$ cat config.mk
export PLATFORM = sky130hd
export DESIGN_NAME = sync_timing_rx
export DESIGN_NICKNAME = d
export VERILOG_FILES = /design/src/rtl/sync_timing_rx.sv
export SDC_FILE = /design/constraint.sdc
export NUM_CORES = 1
export LEC_CHECK = 0
export ABC_CLOCK_PERIOD_IN_PS = 11700
export CELL_PAD_IN_SITES_DETAIL_PLACEMENT = 1
export CELL_PAD_IN_SITES_GLOBAL_PLACEMENT = 2
export CORE_UTILIZATION = 39
export CTS_CLUSTER_DIAMETER = 150
export DETAILED_ROUTE_END_ITERATION = 10
export GPL_ROUTABILITY_DRIVEN = 0
export PLACE_DENSITY = 0.84
export SLEW_MARGIN = 20
export SYNTH_ARGS = -nofsm -noshare
export SYNTH_HDL_FRONTEND = slang
export SYNTH_SLANG_ARGS = --single-unit
$ cat constraint.sdc
create_clock -name PCK -period 11.7 [get_ports PCK]
set_clock_uncertainty 0.15 [all_clocks]
set_input_delay 1.755 -clock PCK [delete_from_list [all_inputs] [get_ports PCK]]
set_output_delay 1.755 -clock PCK [all_outputs]
set_load 0.05 [all_outputs]
$ cat src/rtl/sync_timing_rx.sv
// sync_timing_rx
// Receive-side raster timing recovery. Watches the HLOCK/VLOCK/SYNC_ACT stream,
// measures line/frame totals and the active window in both axes, qualifies the
// timing over consecutive frames and reports LOCKED plus error statistics.
// Optional build macro: SYNC_CRC_EN adds a CRC-16-CCITT over the active pixels
// (reported on M_CRC and used in the match compare while locked). Without it
// M_CRC is tied to zero and no CRC logic is built.
module sync_timing_rx #(
    parameter int LOCK_FRAMES = 2,
    parameter int HTO         = 4095
) (
    input  logic        PCK,
    input  logic        RST,
    input  logic        HLOCK,
    input  logic        VLOCK,
    input  logic        SYNC_ACT,
    input  logic [9:0]  SYNC_DO,
    output logic [11:0] M_HTW,
    output logic [10:0] M_VTW,
    output logic [11:0] M_HSP,
    output logic [11:0] M_HW,
    output logic [10:0] M_VSP,
    output logic [10:0] M_VW,
    output logic        FRAME_DONE,
    output logic        LOCKED,
    output logic [7:0]  ERR_CNT,
    output logic        TIMEOUT,
    output logic [15:0] M_CRC
);

    typedef enum logic [1:0] {
        S_IDLE    = 2'd0,
        S_MEASURE = 2'd1,
        S_VERIFY  = 2'd2,
        S_LOCKED  = 2'd3
    } state_t;

    // Position / timeout counters
    logic [11:0] hpos_reg;
    logic [10:0] vpos_reg;
    logic [15:0] to_cnt_reg;

    // Per-line capture
    logic [11:0] line_hsp_reg;
    logic [11:0] line_hw_reg;
    logic [11:0] cur_hsp;
    logic [11:0] cur_hw;
    logic [11:0] line_total;

    // Per-frame accumulators and their values after folding in the current line
    logic        fr_seen_reg;
    logic [11:0] fr_lt_reg;
    logic        fr_act_reg;
    logic [11:0] fr_hsp_reg;
    logic [11:0] fr_hw_reg;
    logic [10:0] fr_vsp_reg;
    logic [10:0] fr_vw_reg;
    logic        fr_incons_reg;

    logic [11:0] a_lt;
    logic        a_act;
    logic [11:0] a_hsp;
    logic [11:0] a_hw;
    logic [10:0] a_vsp;
    logic [10:0] a_vw;
    logic        a_incons;

    // Frame result as seen on the VLOCK cycle
    logic [11:0] fin_htw;
    logic [10:0] fin_vtw;
    logic [15:0] fin_crc;
    logic        frame_end;
    logic        frame_eq;
    logic        crc_eq;

    // Qualification FSM
    state_t      state_reg, state_next;
    logic [3:0]  match_reg, match_next;
    logic [7:0]  err_reg, err_next;
    logic        timeout_reg, timeout_next;
    logic        ref_load;
    logic        upd_m;
    logic        timeout_hit;

    logic [11:0] ref_htw_reg;
    logic [10:0] ref_vtw_reg;
    logic [11:0] ref_hsp_reg;
    logic [11:0] ref_hw_reg;
    logic [10:0] ref_vsp_reg;
    logic [10:0] ref_vw_reg;

    // Measurement output registers
    logic [11:0] m_htw_reg;
    logic [10:0] m_vtw_reg;
    logic [11:0] m_hsp_reg;
    logic [11:0] m_hw_reg;
    logic [10:0] m_vsp_reg;
    logic [10:0] m_vw_reg;
    logic [15:0] m_crc_reg;
    logic        frame_done_reg;

    assign frame_end   = HLOCK && VLOCK;
    assign timeout_hit = !HLOCK && (int'(to_cnt_reg) >= HTO - 1);

`ifdef SYNC_CRC_EN
    logic [15:0] crc_reg;
    logic [15:0] ref_crc_reg;

    // One 10-bit CRC-16-CCITT step, pixel MSB first
    function automatic logic [15:0] crc_step10(input logic [15:0] c, input logic [9:0] d);
        logic [15:0] r;
        logic        fb;
        r = c;
        for (int i = 9; i >= 0; i--) begin
            fb = r[15] ^ d[i];
            r  = {r[14:0], 1'b0};
            if (fb) begin
                r = r ^ 16'h1021;
            end
        end
        return r;
    endfunction

    assign fin_crc = SYNC_ACT ? crc_step10(crc_reg, SYNC_DO) : crc_reg;
    assign crc_eq  = (fin_crc == ref_crc_reg);

    // Running CRC over active pixels, restarted at every frame end
    always_ff @(posedge PCK) begin
        if (RST || frame_end) begin
            crc_reg <= 16'hFFFF;
        end else if (SYNC_ACT) begin
            crc_reg <= crc_step10(crc_reg, SYNC_DO);
        end
    end

    // Reference CRC captured whenever a new reference frame is stored
    always_ff @(posedge PCK) begin
        if (RST) begin
            ref_crc_reg <= 16'h0000;
        end else if (ref_load) begin
            ref_crc_reg <= fin_crc;
        end
    end
`else
    logic sync_do_unused;
    assign sync_do_unused = ^SYNC_DO;
    assign fin_crc        = 16'h0000;
    assign crc_eq         = 1'b1;
`endif

    // Free-running position counters and the HLOCK-loss watchdog
    always_ff @(posedge PCK) begin
        if (RST) begin
            hpos_reg   <= 12'd0;
            vpos_reg   <= 11'd0;
            to_cnt_reg <= 16'd0;
        end else begin
            if (HLOCK) begin
                hpos_reg <= 12'd0;
            end else if (hpos_reg != 12'hFFF) begin
                hpos_reg <= hpos_reg + 12'd1;
            end
            if (HLOCK) begin
                if (VLOCK) begin
                    vpos_reg <= 11'd0;
                end else if (vpos_reg != 11'h7FF) begin
                    vpos_reg <= vpos_reg + 11'd1;
                end
            end
            if (HLOCK) begin
                to_cnt_reg <= 16'd0;
            end else if (to_cnt_reg != 16'hFFFF) begin
                to_cnt_reg <= to_cnt_reg + 16'd1;
            end
        end
    end

    // Line start/width including the current cycle, so a pixel on the HLOCK cycle counts
    always_comb begin
        cur_hsp = line_hsp_reg;
        cur_hw  = line_hw_reg;
        if (SYNC_ACT) begin
            if (line_hw_reg == 12'd0) begin
                cur_hsp = hpos_reg;
            end
            if (line_hw_reg != 12'hFFF) begin
                cur_hw = line_hw_reg + 12'd1;
            end
        end
    end

    // Line capture registers, cleared at each line end
    always_ff @(posedge PCK) begin
        if (RST || HLOCK) begin
            line_hsp_reg <= 12'd0;
            line_hw_reg  <= 12'd0;
        end else begin
            line_hsp_reg <= cur_hsp;
            line_hw_reg  <= cur_hw;
        end
    end

    // Fold the ending line into the frame accumulators
    always_comb begin
        line_total = hpos_reg + 12'd1;
        a_lt       = fr_seen_reg ? fr_lt_reg : line_total;
        a_incons   = fr_incons_reg | (fr_seen_reg && (line_total != fr_lt_reg));
        a_act      = fr_act_reg;
        a_hsp      = fr_hsp_reg;
        a_hw       = fr_hw_reg;
        a_vsp      = fr_vsp_reg;
        a_vw       = fr_vw_reg;
        if (cur_hw != 12'd0) begin
            if (!fr_act_reg) begin
                a_act = 1'b1;
                a_hsp = cur_hsp;
                a_hw  = cur_hw;
                a_vsp = vpos_reg;
                a_vw  = 11'd1;
            end else begin
                if (fr_vw_reg != 11'h7FF) begin
                    a_vw = fr_vw_reg + 11'd1;
                end
                if ((cur_hsp != fr_hsp_reg) || (cur_hw != fr_hw_reg)) begin
                    a_incons = 1'b1;
                end
            end
        end
        fin_htw  = line_total;
        fin_vtw  = vpos_reg + 11'd1;
        frame_eq = (fin_htw == ref_htw_reg) && (fin_vtw == ref_vtw_reg) &&
                   (a_hsp == ref_hsp_reg) && (a_hw == ref_hw_reg) &&
                   (a_vsp == ref_vsp_reg) && (a_vw == ref_vw_reg);
    end

    // Frame accumulators: load at each line end, clear at each frame end
    always_ff @(posedge PCK) begin
        if (RST || frame_end) begin
            fr_seen_reg   <= 1'b0;
            fr_lt_reg     <= 12'd0;
            fr_act_reg    <= 1'b0;
            fr_hsp_reg    <= 12'd0;
            fr_hw_reg     <= 12'd0;
            fr_vsp_reg    <= 11'd0;
            fr_vw_reg     <= 11'd0;
            fr_incons_reg <= 1'b0;
        end else if (HLOCK) begin
            fr_seen_reg   <= 1'b1;
            fr_lt_reg     <= a_lt;
            fr_act_reg    <= a_act;
            fr_hsp_reg    <= a_hsp;
            fr_hw_reg     <= a_hw;
            fr_vsp_reg    <= a_vsp;
            fr_vw_reg     <= a_vw;
            fr_incons_reg <= a_incons;
        end
    end

    // FSM state and statistics registers
    always_ff @(posedge PCK) begin
        if (RST) begin
            state_reg   <= S_IDLE;
            match_reg   <= 4'd0;
            err_reg     <= 8'd0;
            timeout_reg <= 1'b0;
        end else begin
            state_reg   <= state_next;
            match_reg   <= match_next;
            err_reg     <= err_next;
            timeout_reg <= timeout_next;
        end
    end

    // Next-state: timeout overrides, otherwise evaluate at each frame end
    always_comb begin
        state_next   = state_reg;
        match_next   = match_reg;
        err_next     = err_reg;
        timeout_next = timeout_reg;
        ref_load     = 1'b0;
        upd_m        = 1'b0;
        if (timeout_hit) begin
            timeout_next = 1'b1;
            state_next   = S_IDLE;
            if ((state_reg == S_LOCKED) && (err_reg != 8'hFF)) begin
                err_next = err_reg + 8'd1;
            end
        end else if (frame_end) begin
            case (state_reg)
                S_IDLE: begin
                    state_next = S_MEASURE;
                end
                S_MEASURE: begin
                    upd_m      = 1'b1;
                    ref_load   = 1'b1;
                    match_next = 4'd1;
                    state_next = (LOCK_FRAMES <= 1) ? S_LOCKED : S_VERIFY;
                end
                S_VERIFY: begin
                    upd_m = 1'b1;
                    if (frame_eq && !a_incons) begin
                        match_next = match_reg + 4'd1;
                        if (int'(match_reg) + 1 >= LOCK_FRAMES) begin
                            state_next = S_LOCKED;
                        end
                    end else begin
                        ref_load   = 1'b1;
                        match_next = 4'd1;
                    end
                end
                S_LOCKED: begin
                    upd_m = 1'b1;
                    if (!(frame_eq && crc_eq && !a_incons)) begin
                        ref_load   = 1'b1;
                        match_next = 4'd1;
                        state_next = S_VERIFY;
                        if (err_reg != 8'hFF) begin
                            err_next = err_reg + 8'd1;
                        end
                    end
                end
                default: begin
                    state_next = S_IDLE;
                end
            endcase
        end
    end

    // Reference frame storage
    always_ff @(posedge PCK) begin
        if (RST) begin
            ref_htw_reg <= 12'd0;
            ref_vtw_reg <= 11'd0;
            ref_hsp_reg <= 12'd0;
            ref_hw_reg  <= 12'd0;
            ref_vsp_reg <= 11'd0;
            ref_vw_reg  <= 11'd0;
        end else if (ref_load) begin
            ref_htw_reg <= fin_htw;
            ref_vtw_reg <= fin_vtw;
            ref_hsp_reg <= a_hsp;
            ref_hw_reg  <= a_hw;
            ref_vsp_reg <= a_vsp;
            ref_vw_reg  <= a_vw;
        end
    end

    // Measurement outputs and FRAME_DONE, the cycle after a processed frame end
    always_ff @(posedge PCK) begin
        if (RST) begin
            m_htw_reg      <= 12'd0;
            m_vtw_reg      <= 11'd0;
            m_hsp_reg      <= 12'd0;
            m_hw_reg       <= 12'd0;
            m_vsp_reg      <= 11'd0;
            m_vw_reg       <= 11'd0;
            m_crc_reg      <= 16'd0;
            frame_done_reg <= 1'b0;
        end else begin
            frame_done_reg <= upd_m;
            if (upd_m) begin
                m_htw_reg <= fin_htw;
                m_vtw_reg <= fin_vtw;
                m_hsp_reg <= a_hsp;
                m_hw_reg  <= a_hw;
                m_vsp_reg <= a_vsp;
                m_vw_reg  <= a_vw;
                m_crc_reg <= fin_crc;
            end
        end
    end

    assign M_HTW      = m_htw_reg;
    assign M_VTW      = m_vtw_reg;
    assign M_HSP      = m_hsp_reg;
    assign M_HW       = m_hw_reg;
    assign M_VSP      = m_vsp_reg;
    assign M_VW       = m_vw_reg;
    assign M_CRC      = m_crc_reg;
    assign FRAME_DONE = frame_done_reg;
    assign LOCKED     = (state_reg == S_LOCKED);
    assign ERR_CNT    = err_reg;
    assign TIMEOUT    = timeout_reg;

endmodule

* Yosys cells after proc, flatten, opt, wreduce, memory -nomap -nowiden
Index checks and enable logic that the tools add are counted.
** Storage, ports and cells
- Output and inout port bits :: 96
- Bits of input ports :: 15
- Bits in registers :: 278
** Operators by class
- Order comparisons :: 2
- Mux-type cells :: 38
- Eq/ne operators :: 23
- Add/sub/neg operators :: 8
- Bitwise logic cells :: 3
- Reduce and logical (&&, ||, !) cells :: 33
** Operators by type and width (count)
- 2-to-1 mux 12 bit :: 8
- 2-to-1 mux 11 bit :: 7
- 2-to-1 mux 8 bit :: 6
- == test 12 bit :: 3
- inequality test 12 bit :: 3
- == test 11 bit :: 3
- adder 12 x 1 -> 12 bit, second input constant :: 2
- inequality test 12 bit, second input constant :: 2
- adder 11 x 1 -> 11 bit, second input constant :: 2
- inequality test 11 bit, second input constant :: 2
- adder 16 x 1 -> 16 bit, second input constant :: 1
- greater-or-equal comparator 16 x 12 -> 1 bit, second input constant :: 1
- inequality test 16 bit, second input constant :: 1
- logical NOT 12 bit :: 1
- one-hot mux 4 bit (3 select lines) :: 1
- nonzero test 12 bit :: 1
- logical AND 1 bit :: 10
- 2-to-1 mux 1 bit :: 9
- adder 8 x 1 -> 8 bit, second input constant :: 1
- 2-to-1 mux 4 bit :: 2
- inequality test 2 bit, second input constant :: 4
- inequality test 8 bit, second input constant :: 1
- one-hot mux 2 bit (4 select lines) :: 1
- AND reduction 4 bit :: 2
- other kinds (19) :: 33

* Depth between registers and ports, before layout
- Word-level depth :: 15
- Gate-level depth with buffers :: 18
- Depth with buffers taken out :: 13

* Worst setup path after synthesis
No wires, ideal clock.
- Path type :: input port to flip-flop
- From :: input port SYNC_ACT
- To :: register ref_hw_reg[7]
- Buffers on the path :: 1
- Data arrival time :: 5695 ps
- Slack :: 5732 ps
- Setup time :: 123 ps
- Data required time :: 11427 ps
- Stages :: 12
- Cells stage by stage :: buf_2 > nand3_1 > nor2_1 > mux2i_1 > nand3_1 > o31ai_4 > mux2_2 > a221o_1 > or4_4 > or4_4 > o21ai_4 > mux2_1
** On the way
- Cells in the longest elaborated chain, start to end :: 13
** RTL lines
- start: declaration :: line 16 : input logic SYNC_ACT,
- 2-to-1 mux 12 bit :: line 182 : if (SYNC_ACT) begin
- nonzero test 12 bit / 2-to-1 mux 12 bit (equally long branches) :: line 213, 214
- 2-to-1 mux 12 bit :: line 213 : if (cur_hw != 12'd0) begin
- == test 12 bit :: line 232 : (a_hsp == ref_hsp_reg) && (a_hw == ref_hw_reg) &&
- logical AND 1 bit :: line 231 : frame_eq = (fin_htw == ref_htw_reg) && (fin_vtw == ref_vtw_reg) &&
- logical AND 1 bit (2 in series) :: line 232
- logical AND 1 bit :: line 233 : (a_vsp == ref_vsp_reg) && (a_vw == ref_vw_reg);
- logical AND 1 bit :: line 301, 313
- 2-to-1 mux 1 bit :: line 301, 313
- one-hot mux 1 bit (2 select lines) :: line 289 : case (state_reg)
- 2-to-1 mux 1 bit :: line 288 : end else if (frame_end) begin
- 2-to-1 mux 1 bit :: line 282 : if (timeout_hit) begin
- end signal: assignment :: line 342 : ref_hw_reg <= a_hw;
- end: declaration :: line 88 : logic [11:0] ref_hw_reg;
Several ways; a longest one is shown, not always the timed one.
A chain may end at the register's enable or synchronous reset.

* Worst setup path after layout
Ends and elaborated chain as after synthesis.

==> metrics <==
vias in the first global route 14879; CTS tree done; number of DRC markers in iteration 0 1164; RSZ-0062 raised after global routing false; Syn-to-layout area delta 14.0%; area occupied by multi-input gates 0.00940 mm²; htree depth 2; GRT Util Overall 28.3%; Synth area leaders dfxtp_1, nor2_1, nand2_1; CTS root buf clkbuf_16; DRT antenna net count 0; multiplexer area fraction after synthesis 4.88%; status finished, final reports clean; routed wire length per instance 23.8 µm; fmax 119 MHz; Largest register FFs 16; final setup fails 0; CTS Hold Bufs 0; Final nets 1936; Max FO, Critical Path 48; die height 204 µm; Post-Syn Area 0.0159 mm²; Synth Area in XOR/XNOR 7.84%; IO Pins 111; core box area 0.0399 mm²; warnings from Yosys 0; area share of the largest cell type after synthesis 35.1%; Via Count 14894; initial core utilization 39.7%; EDFF count, synth 0; CP cell instances clkdlybuf4s50_1 > nand3_1 > nor2_1 > mux2i_1 > nand3_1 > o31ai_4 > buf_4 > mux2_2 > a221o_1 > or4_4 > or4_4 > o21ai_4 > mux2_1; final core utilization 45.3%; FILL cells 4733; register area 0.00557 mm²; Total Routed Length 58700 µm; max-cap violation count 0; clk slew on worst S/H paths 0.05 ns; nature of the critical path endpoint register; setup TNS 0 ns; final worst path period share 71.8%; WP buf/inv 2; CP required 11.98 ns; critical path type input port to register; CP Launch Type input port; Compound-Gate Fraction of Synth Area 23.6%; total CTS buffers 35; area leader, netlist dfxtp_1; hold crit path type register to register; via/cell ratio 6.05; worst reg2reg setup slack 4.41 ns; #FFs+latches synth 278; Site Rows 73; antenna violations before repair 2; proportion of layout cells with a drive suffix above 1 8.73%; Synth Area in Adders 0.789%; DIE WIDTH 204 µm; Simple-Gate Fraction of Synth Area 21.6%; static leakage 6.81 nW; post-route cell area 0.0181 mm²; Mapped Cells 1925; first-pass GRT wire length 90800 µm; clock sink count 278; die area 0.0415 mm²; Antenna diodes 0; most frequent cell after synthesis dfxtp_1; Commonest cells post-synth dfxtp_1, nor2_1, nand2_1; minimum clock period 8.40 ns; total gr overflow 0; VDD IR max 0.0820 mV; PD cells 137 mW/mm²; PortBufs 84; Synth Flop Type dfxtp_1; TritonRoute pass-1 iters 10; max-slew violation count 0; Min Hold Slack 0.306 ns; CP max stage cell or4_4; Post-CTS Setup Repair Bufs 0; Worst Path Arrival 8.68 ns; Clk Latency, worst-skew pair 0.56 ns; Worst-Margin Slew 1.22 ns; Max Buffers Root-to-Sink 3; longest individual stage delay on the worst path 0.91 ns; pin count of the biggest net entering global routing 159; combinational family with the most area after synthesis compound AO/OA/AOI/OAI gates; CTS resizes 0; Avg Cell Area, Syn 8.24 µm²; Cell Area, Placed 0.0168 mm²; Unique masters post-synth 101; Rel. slew slack 16.8%; Post-synth ARST share 0%; detailed placer's ending HPWL 40800 µm; # DRC 0; register area share after synthesis 35.1%; CP delay by family, top simple AND/OR/NAND/NOR gates; final hold violations 0
-- cell type report --
type | count | area share (%)
clock buffer | 49 | 5.69
clock inverter | 13 | 1.16
inverter | 52 | 1.08
multi-input combinational | 1436 | 52.0
sequential | 278 | 30.8
tap | 525 | 3.63
timing repair buffer | 108 | 5.67
-- cell usage in the layout, fill, tap and decap left out, types with 18 or more instances in the layout --
| master | count |
|---|---|
| dfxtp_1 | 278 |
| clkbuf_16 | 36 |
| a211oi_1 | 86 |
| o211ai_1 | 29 |
| xor2_1 | 51 |
| a21oi_1 | 114 |
| nand2_1 | 193 |
| clkdlybuf4s50_1 | 82 |
| buf_4 | 24 |
| o211ai_2 | 31 |
| nor3_1 | 36 |
| nand4_1 | 43 |
| nor2_1 | 240 |
| a31oi_1 | 18 |
| nand3_1 | 54 |
| o211a_1 | 44 |
| o21ai_0 | 39 |
| nor2b_1 | 21 |
| mux2i_1 | 60 |
| xnor2_1 | 65 |
| inv_1 | 49 |
-- through the flow --
step	setup slack (ns)	cells	total power, mW
floorplan	5.73	1940	1.22
global placement	2.89	2399	1.30
detailed placement	2.84	2399	1.31
CTS	3.39	2461	2.49
global route	2.99	2461	2.55
finish	3.30	2461	2.47
-- report_power, final --
part / leakage, nW / internal (mW) / switching (mW)
clock: 0.613 / 0.727 / 0.451
combinational: 3.95 / 0.0913 / 0.202
sequential: 2.25 / 0.971 / 0.0292
total: 6.81 / 1.79 / 0.682
-- worst paths after layout --
kind                                     end                 startpoint  cells after the start
hold / removal         M_VTW[1]$_SDFFE_PP0P_      M_VTW[1]$_SDFFE_PP0P_                      2
setup reg to reg  ref_hw_reg[7]$_SDFFE_PP0P_  line_hw_reg[1]$_SDFF_PP0_                     13
setup / recovery  ref_hw_reg[7]$_SDFFE_PP0P_                   SYNC_ACT                     13
hold reg to reg        M_VTW[1]$_SDFFE_PP0P_      M_VTW[1]$_SDFFE_PP0P_                      2
-- cell families after synthesis --
group | after synthesis
AO/OA/AOI/OAI | 496
XOR/XNOR | 126
adder cells (fa/ha/maj) | 10
buffers and inverters | 226
flip-flops | 278
multiplexers | 75
other | 1
AND/OR/NAND/NOR | 713
-- routing by layer --
metal,vias to the layer above,global-route usage (%),part of all wire [%]
met5,-,0,0.022
li1,6905,-,-
met1,7453,37.2,45
met4,2,11.7,4.0
met2,406,45.6,46
met3,128,5.21,5.3
-- worst reg2reg max path, delay by kind of cell (launching register included) --
kind                       cells  cell delay (ns)
adders and majority gates      1             0.41
buffers and inverters          1             0.50
AOI/OAI and AO/OA              3             1.56
DFF                            1             0.51
and+or+nand+nor                5             2.33
muxes                          3             1.72
(Power assumes the default switching activity.)
